## src/rtl/servo_cmd_controller.sv

```systemverilog
// servo_cmd_controller
//   Parses 3-character servo commands ('P', digit '0'..'7', '#') from the
//   UART receiver. It loads the servo position and waits for the servo to
//   settle. It then answers through the UART transmitter with 'K' (command
//   applied) or 'E' (bad character, parity error or inter-character timeout).
//
// Ports
//   clock       system clock, rising edge
//   reset       asynchronous, active-low
//   fim_rx      1-cycle pulse: rx_dado / parity_ok valid
//   rx_dado     received character (N_BITS)
//   parity_ok   received character passed parity
//   pronto_tx   1-cycle pulse: transmitter finished
//   partida_tx  1-cycle transmitter start pulse (registered)
//   tx_dado     character to transmit, held until pronto_tx
//   posicao     servo position select (3 bits)
//   ocupado     block busy; received characters are dropped while set
//   erro        sticky error flag (set by 'E', cleared by 'K')
//   db_estado   registered state code for the debug display
//
// Handshake: fim_rx and pronto_tx are single-cycle strobes sampled on the
// rising edge. partida_tx is a single-cycle strobe. tx_dado is already valid
// in the partida_tx cycle and stays stable until the edge that samples
// pronto_tx.
module servo_cmd_controller #(
  parameter int N_BITS         = 7,
  parameter int SETTLE_CYCLES  = 1_000_000,
  parameter int TIMEOUT_CYCLES = 5_000_000,
  parameter int POS_INICIAL    = 0
) (
  input  logic              clock,
  input  logic              reset,
  input  logic              fim_rx,
  input  logic [N_BITS-1:0] rx_dado,
  input  logic              parity_ok,
  input  logic              pronto_tx,
  output logic              partida_tx,
  output logic [N_BITS-1:0] tx_dado,
  output logic [2:0]        posicao,
  output logic              ocupado,
  output logic              erro,
  output logic [3:0]        db_estado
);

  typedef enum logic [3:0] {
    S_INICIAL    = 4'd0,
    S_ESPERA_CMD = 4'd1,
    S_ESPERA_DIG = 4'd2,
    S_ESPERA_FIM = 4'd3,
    S_ATUALIZA   = 4'd4,
    S_ACOMODA    = 4'd5,
    S_TX_OK      = 4'd6,
    S_TX_ERRO    = 4'd7,
    S_ESPERA_TX  = 4'd8
  } state_t;

  localparam int SW = (SETTLE_CYCLES > 1) ? $clog2(SETTLE_CYCLES) : 1;
  localparam int TW = (TIMEOUT_CYCLES > 1) ? $clog2(TIMEOUT_CYCLES) : 1;
  localparam logic [SW-1:0] SETTLE_LAST  = SW'(SETTLE_CYCLES - 1);
  localparam logic [TW-1:0] TIMEOUT_LAST = TW'(TIMEOUT_CYCLES - 1);
  localparam logic [N_BITS-1:0] CHAR_K = N_BITS'(7'h4B);
  localparam logic [N_BITS-1:0] CHAR_E = N_BITS'(7'h45);

  state_t          state_q, state_d;
  logic [SW-1:0]   settle_q;
  logic [TW-1:0]   to_cnt_q;
  logic [2:0]      pend_q;

  // With an 8-bit UART the character compares only hold if bit 7 is clear.
  logic hi_zero;
  if (N_BITS > 7) begin : g_hi
    assign hi_zero = ~|rx_dado[N_BITS-1:7];
  end else begin : g_no_hi
    assign hi_zero = 1'b1;
  end

  logic is_p, is_hash, is_digit, to_expired, settle_done, in_cmd_wait;
  assign is_p        = hi_zero && (rx_dado[6:0] == 7'h50);
  assign is_hash     = hi_zero && (rx_dado[6:0] == 7'h23);
  assign is_digit    = hi_zero && (rx_dado[6:3] == 4'b0110);  // 0x30..0x37
  assign to_expired  = (to_cnt_q == TIMEOUT_LAST);
  assign settle_done = (settle_q == SETTLE_LAST);
  assign in_cmd_wait = (state_q == S_ESPERA_DIG) || (state_q == S_ESPERA_FIM);

  // Next state. In the waiting states fim_rx is tested before the timeout,
  // so a character arriving on the expiry cycle still counts.
  always_comb begin
    state_d = state_q;
    case (state_q)
      S_INICIAL:    state_d = S_ESPERA_CMD;
      S_ESPERA_CMD: begin
        if (fim_rx) begin
          if (!parity_ok)  state_d = S_TX_ERRO;
          else if (is_p)   state_d = S_ESPERA_DIG;
        end
      end
      S_ESPERA_DIG: begin
        if (fim_rx)          state_d = (parity_ok && is_digit) ? S_ESPERA_FIM : S_TX_ERRO;
        else if (to_expired) state_d = S_TX_ERRO;
      end
      S_ESPERA_FIM: begin
        if (fim_rx)          state_d = (parity_ok && is_hash) ? S_ATUALIZA : S_TX_ERRO;
        else if (to_expired) state_d = S_TX_ERRO;
      end
      S_ATUALIZA:   state_d = S_ACOMODA;
      S_ACOMODA:    if (settle_done) state_d = S_TX_OK;
      S_TX_OK:      state_d = S_ESPERA_TX;
      S_TX_ERRO:    state_d = S_ESPERA_TX;
      S_ESPERA_TX:  if (pronto_tx) state_d = S_ESPERA_CMD;
      default:      state_d = S_INICIAL;
    endcase
  end

  // All outputs are registered from the next state, so they line up with
  // the state they describe.
  always_ff @(posedge clock or negedge reset) begin
    if (!reset) begin
      state_q    <= S_INICIAL;
      db_estado  <= 4'd0;
      partida_tx <= 1'b0;
      tx_dado    <= '0;
      posicao    <= 3'(POS_INICIAL);
      ocupado    <= 1'b0;
      erro       <= 1'b0;
      pend_q     <= 3'd0;
      settle_q   <= '0;
      to_cnt_q   <= '0;
    end else begin
      state_q    <= state_d;
      db_estado  <= state_d;
      partida_tx <= (state_d == S_TX_OK) || (state_d == S_TX_ERRO);
      ocupado    <= (state_d == S_ATUALIZA) || (state_d == S_ACOMODA) ||
                    (state_d == S_TX_OK) || (state_d == S_TX_ERRO) ||
                    (state_d == S_ESPERA_TX);

      // Counts only while sitting in a waiting state with no character.
      // Any character, state change or other state clears it.
      if (in_cmd_wait && (state_d == state_q) && !fim_rx)
        to_cnt_q <= to_cnt_q + TW'(1);
      else
        to_cnt_q <= '0;

      if ((state_q == S_ACOMODA) && !settle_done)
        settle_q <= settle_q + SW'(1);
      else
        settle_q <= '0;

      if ((state_q == S_ESPERA_DIG) && (state_d == S_ESPERA_FIM))
        pend_q <= rx_dado[2:0];

      if (state_q == S_ATUALIZA)
        posicao <= pend_q;

      if (state_d == S_TX_OK) begin
        tx_dado <= CHAR_K;
        erro    <= 1'b0;
      end else if (state_d == S_TX_ERRO) begin
        tx_dado <= CHAR_E;
        erro    <= 1'b1;
      end else if ((state_q == S_ESPERA_TX) && pronto_tx) begin
        tx_dado <= '0;
      end
    end
  end

endmodule

```

## config.mk

```make
export PLATFORM = sky130hd
export DESIGN_NAME = servo_cmd_controller
export DESIGN_NICKNAME = d
export VERILOG_FILES = /design/src/rtl/servo_cmd_controller.sv
export SDC_FILE = /design/constraint.sdc
export NUM_CORES = 1
export LEC_CHECK = 0
export BUFFER_PORTS_ARGS = -buffer_cell sky130_fd_sc_hd__clkbuf_2
export CAP_MARGIN = 20
export CORE_MARGIN = 2
export CORE_UTILIZATION = 63
export DETAILED_ROUTE_END_ITERATION = 10
export PLACE_DENSITY = 0.9
export SLEW_MARGIN = 20
export SYNTH_ARGS = -nofsm -noshare
export SYNTH_HDL_FRONTEND = slang
export SYNTH_SLANG_ARGS = --single-unit
```

## constraint.sdc

```tcl
create_clock -name clock -period 3.6 [get_ports clock]
set_clock_uncertainty 0.2 [all_clocks]
set_input_delay 0.18 -clock clock [delete_from_list [all_inputs] [get_ports clock]]
set_output_delay 0.18 -clock clock [all_outputs]
set_load 0.03 [all_outputs]
```

# == After elaboration in Yosys (flattened, before gate mapping) ==
# Cells that the tools add are included.
# Widths: inputs -> output; s select.
# totals
input_bits,12
register_bits,63
word_cells,68
output_inout_bits,17
# op_classes
n_eq_ne,20
n_reduce_logical,19
addsub,2
muxes,18
# ops
operator,count
$eq 4x3->1 const B,9
$mux 4,8
$pmux 4 s8,1
$add 23x1->23 const B,1
$eq 23x23->1 const B,1
$mux 23,1
$mux 7,3
$add 20x1->20 const B,1
$eq 20x20->1 const B,1
$mux 20,1
$eq 4x2->1 const B,3
$eq 4x4->1 const B,2
$eq 7x6->1 const B,1
$eq 7x7->1 const B,1
$logic_and 1x1->1,7
$logic_or 1x1->1,6
$eq 4x1->1 const B,1
$eq 4x4->1,1
$logic_not 4->1,1
$mux 3,1
$reduce_bool 3->1,1
$logic_not 1->1,2
$mux 1,2
$mux 2,1
other kinds (2),2

# == Longest topological paths before layout ==
# logic_depth
depth_word,10
depth_mapped,8
mapped_depth_nobuf,6

# == Worst setup path before layout ==
# Ideal clock, no wire load.
# synth_path
kind,register -> register
from,reg state_q[1]
to,reg pend_q[0]
required_ps,3272
slack_ps,1552
path_stages_with_launch,4
n_path_buf,0
arrival_time_ps,1720
setup_time_ps,128
synth_period_minus_slack_ps,2048
path_cell_list,dfrtp_1 > or3b_4 > or3_1 > mux2_1
# synth_via
elab_chain_len,6
word_cells_on_any_way,21
cone_classes,eq/ne (9); mux (9); reduce/logical (3)
# synth_lines
item,line,rtl
start: declaration,64,"state_t state_q, state_d;"
start signal: assignment,129,state_q <= state_d;
$mux 4,94,else if (is_p) state_d = S_ESPERA_DIG;
$mux 4,93,if (!parity_ok) state_d = S_TX_ERRO;
$mux 4,92,if (fim_rx) begin
$pmux 4 s8,89,case (state_q)
$eq 4x2->1,148,if ((state_q == S_ESPERA_DIG) && (state_d == S_ESPERA_FIM))
$logic_and 1x1->1 (*),148,
end signal: assignment,149,pend_q <= rx_dado[2:0];
end: declaration,67,logic [2:0] pend_q;
# Every way passes the cells marked *; elsewhere a longest branch is shown, timed or not.
# A chain may end at the register's enable or synchronous reset.

# == Worst setup path after layout ==
# layout_path
from,reg to_cnt_q[6]
to,reg to_cnt_q[10]
# layout_via
elab_chain_len,8
word_cells_on_any_way,10
cone_classes,add/sub (1); eq/ne (2); mux (5); reduce/logical (2)
# layout_lines
item,line,rtl
start: declaration,66,logic [TW-1:0] to_cnt_q;
start signal: assignment,139,to_cnt_q <= to_cnt_q + TW'(1);
$eq 23x23->1,81,assign to_expired = (to_cnt_q == TIMEOUT_LAST);
$mux 4,"99, 103",
$mux 4 (on tied branches),"102, 98",
$pmux 4 s8,89,
$eq 4x4->1,138,if (in_cmd_wait && (state_d == state_q) && !fim_rx)
$logic_and 1x1->1 (2 in a row),138,
$mux 23 (*),138,
# Marked as above.

==> impl_metrics.env <==
export IMPL_outcome="completed"
export IMPL_hold_viol_final=0
export IMPL_rsz0062_at_grt="false"
export IMPL_critPathMaxFanout=23
export IMPL_cts_buffers_inserted=9
export IMPL_final_antenna_net_count=0
export IMPL_critical_path_endpoint_type="flip-flop"
export IMPL_chipHeight_um=74.01
export IMPL_dr_pass1_iters=4
export IMPL_final_nets=350
export IMPL_hp_class="in -> reg"
export IMPL_min_period_ns=2.212
export IMPL_powerDensity_nw_per_um2=540.6
export IMPL_synth_edff_count=0
export IMPL_met2_usage_pct=40.77
export IMPL_final_setup_tns_ns=0
export IMPL_switching_power_uw=627.9
export IMPL_p_int_mw=1.269
export IMPL_nFillCells=298
export IMPL_combPwrFrac_pct=24.6
export IMPL_ys_async_sr_fraction_pct=100.0
export IMPL_clk_pin_slew_ns=0.06
export IMPL_antenna_found_initial=0
export IMPL_cts_tree="done"
export IMPL_cts_buffer_depth=2
export IMPL_setup_viol=0
export IMPL_yosysTopAreaCell="dfrtp_1"
export IMPL_pin_count=29
export IMPL_dp_worst_setup_slack_ns=1.449
export IMPL_dp_hpwl_mm=4.005
export IMPL_netlist_area_sq_um=3088
export IMPL_critPathRequiredTime_ns=3.59
export IMPL_htreeDepth=3
export IMPL_drive_above_1_share_pct=22.58
export IMPL_yosysWarnings=0
export IMPL_grt_pass1_vias=2289
export IMPL_post_cts_buffers=0
export IMPL_num_rows=25
export IMPL_arrival_ns=2.20
export IMPL_wire_per_inst_um=14.96
export IMPL_globalRouteOverflowTotal=0
export IMPL_grt_start_max_net_pins=40
export IMPL_clock_sinks=59
export IMPL_fin_ws_ns=1.388
export IMPL_synthFlopType="dfrtp_1"
export IMPL_synthTopCellsByArea="dfrtp_1 48%, xnor2_1 5.7%, xor2_1 4.3%, nor2_1 3.4%, nor2_4 3.3%"
export IMPL_critPathKind="reg -> reg"
export IMPL_ys_ff_latch=59
export IMPL_synth_distinct_cells=50
export IMPL_area_growth_pct=13.65
export IMPL_final_max_slew_viol_count=0
export IMPL_drc=0
export IMPL_place_gp_congestion=0.8341
export IMPL_switching_share_pct=33.10
export IMPL_insertion_delay_ns=0.33
export IMPL_drt_wl_total_mm=6.104
export IMPL_ir_worst_vdd_v=0.0003960
export IMPL_dieArea_sq_um=5477
export IMPL_grt_util_met1_pct=30.67
export IMPL_busiest_layer="met2"
export IMPL_max_freq_ghz=0.4521
export IMPL_use_met3_pct=5.556
export IMPL_avgSynthCellArea_sq_um=10.29
export IMPL_initial_utilization_pct=65.38
export IMPL_seq_power_share_pct=42.7
export IMPL_fin_crit_sh_pct=61.44
export IMPL_synth_top_area_share_pct=47.81
export IMPL_cp_start_kind="flip-flop"
export IMPL_cts_hold_fix_buffers=5
export IMPL_cts_resized=0
export IMPL_clkPwrFrac_pct=32.7
export IMPL_grtUsageTotal_pct=24.79
export IMPL_ys_seq_area_share_pct=47.81
export IMPL_maxSlewHeadroom_pct=38.90
export IMPL_die_x_um=74.01
export IMPL_core_area_sq_um=4723
export IMPL_syn_inst=300
export IMPL_vias=2367
export IMPL_routed_via_density=5.801
export IMPL_whs_ns=0.08149
export IMPL_maxCapViolCount=0
export IMPL_num_antenna_cells=0
export IMPL_cts_root_buf="clkbuf_8"
export IMPL_final_common_cell="dfrtp_1"
export IMPL_p_leak_nw=1.451
export IMPL_drt_iter0_drc=175
export IMPL_port_buffers=26
export IMPL_grt_pass1_wl_mm=10.31
export IMPL_worstMarginPinSlew_ns=0.9165
export IMPL_mostFrequentLayoutCells="59 x dfrtp_1, 28 x nor2_1, 26 x clkbuf_2"
==> routing by layer <==
metal | part of all wire (%) | vias up | wire [um]
li1 | - | 1114 | -
met1 | 44 | 1170 | 2710
met2 | 49 | 72 | 3019
met3 | 4.3 | 11 | 265
met4 | 1.8 | 0 | 108
met5 | 0 | - | 0
==> power by group through the flow <==
| stage | Sequential [mW] | Combinational, mW | Clock, mW |
|---|---|---|---|
| floorplan | 0.903 | 0.248 | 0 |
| global placement | 0.812 | 0.440 | 0 |
| detailed placement | 0.817 | 0.454 | 0 |
| CTS | 0.807 | 0.463 | 0.629 |
| global route | 0.818 | 0.505 | 0.662 |
| finish | 0.811 | 0.467 | 0.620 |
==> metrics by stage <==
| step | power (mW) | std cells | util, % | area [sq um] |
|---|---|---|---|---|
| global route | 1.986 | 408 | 74.30 | 3510 |
| global placement | 1.251 | 387 | 68.87 | 3253 |
| CTS | 1.898 | 408 | 74.30 | 3510 |
| finish | 1.897 | 408 | 74.30 | 3510 |
| detailed placement | 1.271 | 387 | 68.87 | 3253 |
| floorplan | 1.151 | 301 | - | 3092 |
==> kinds of logic (layout without fill, tap and decap cells) <==
kind of cell	Yosys count	count (layout)	share of synthesized area [%]
mux	7	7	2.512
fa+ha+maj	2	2	0.8102
other cells	1	2	0.1214
buf+inv	17	57	3.160
flops	59	59	47.81
compound gates	23	23	5.227
xor+xnor	35	35	9.927
simple gates	156	156	30.43
==> worst max-delay path, cell delays in order, from the launching register on <==
cell and delay (ns):
dfrtp_1 0.45, nor4b_1 0.39, nand4_1 0.20, nor3_1 0.18
or3_1 0.13, buf_4 0.40, nor2b_1 0.12
==> synth_stat cells (2+ instances only) <==
| cell | count |
|---|---|
| and3_1 | 8 |
| nor3_1 | 6 |
| nor2b_1 | 4 |
| mux2_1 | 3 |
| nand2b_1 | 3 |
| buf_2 | 3 |
| o21ai_0 | 8 |
| nor2_2 | 11 |
| or3_1 | 7 |
| nand2_1 | 21 |
| nor2_1 | 28 |
| buf_6 | 2 |
| a31oi_1 | 2 |
| nand4_1 | 8 |
| inv_1 | 8 |
| a21oi_2 | 2 |
| nor2_4 | 9 |
| nand3_1 | 18 |
| nor4_1 | 6 |
| dfrtp_1 | 59 |
| buf_4 | 4 |
| ha_1 | 2 |
| and4_1 | 4 |
| nor4b_1 | 4 |
| xor2_1 | 15 |
| mux2_2 | 3 |
| nor4bb_1 | 2 |
| a21oi_1 | 4 |
| xnor2_1 | 20 |
| or2_2 | 2 |
| and2_1 | 5 |
==> cell type report <==
type                       instances  area [sq um]  area share, %
tap                               67         83.83          2.389
sequential                        59          1476          42.07
multi-input combinational        225          1518          43.24
inverter                           8         30.03         0.8556
clock inverter                     1         30.03         0.8556
clock buffer                      15         176.4          5.027
timing repair buffer              33         195.2          5.561
==> worst paths after layout <==
path                              from  slack (ns)      endpoint  cells after the start
setup / recovery           to_cnt_q[6]        1.39  to_cnt_q[10]                      6
hold / removal                  fim_rx        0.08    state_q[0]                      5
setup reg to reg           to_cnt_q[6]        1.39  to_cnt_q[10]                      6
hold reg to reg            settle_q[0]        0.25   settle_q[0]                      1
max in group asynchronous        reset        2.07   to_cnt_q[7]                      3
min in group asynchronous        reset        0.31     pend_q[1]                      2
==> flip-flops by register name (all words and copies together) (netlist names) <==
signal      count
erro            1
ocupado         1
partida_tx      1
pend_q          3
posicao         3
settle_q       20
state_q         4
to_cnt_q       23
tx_dado         3
(Power assumes the default switching activity.)
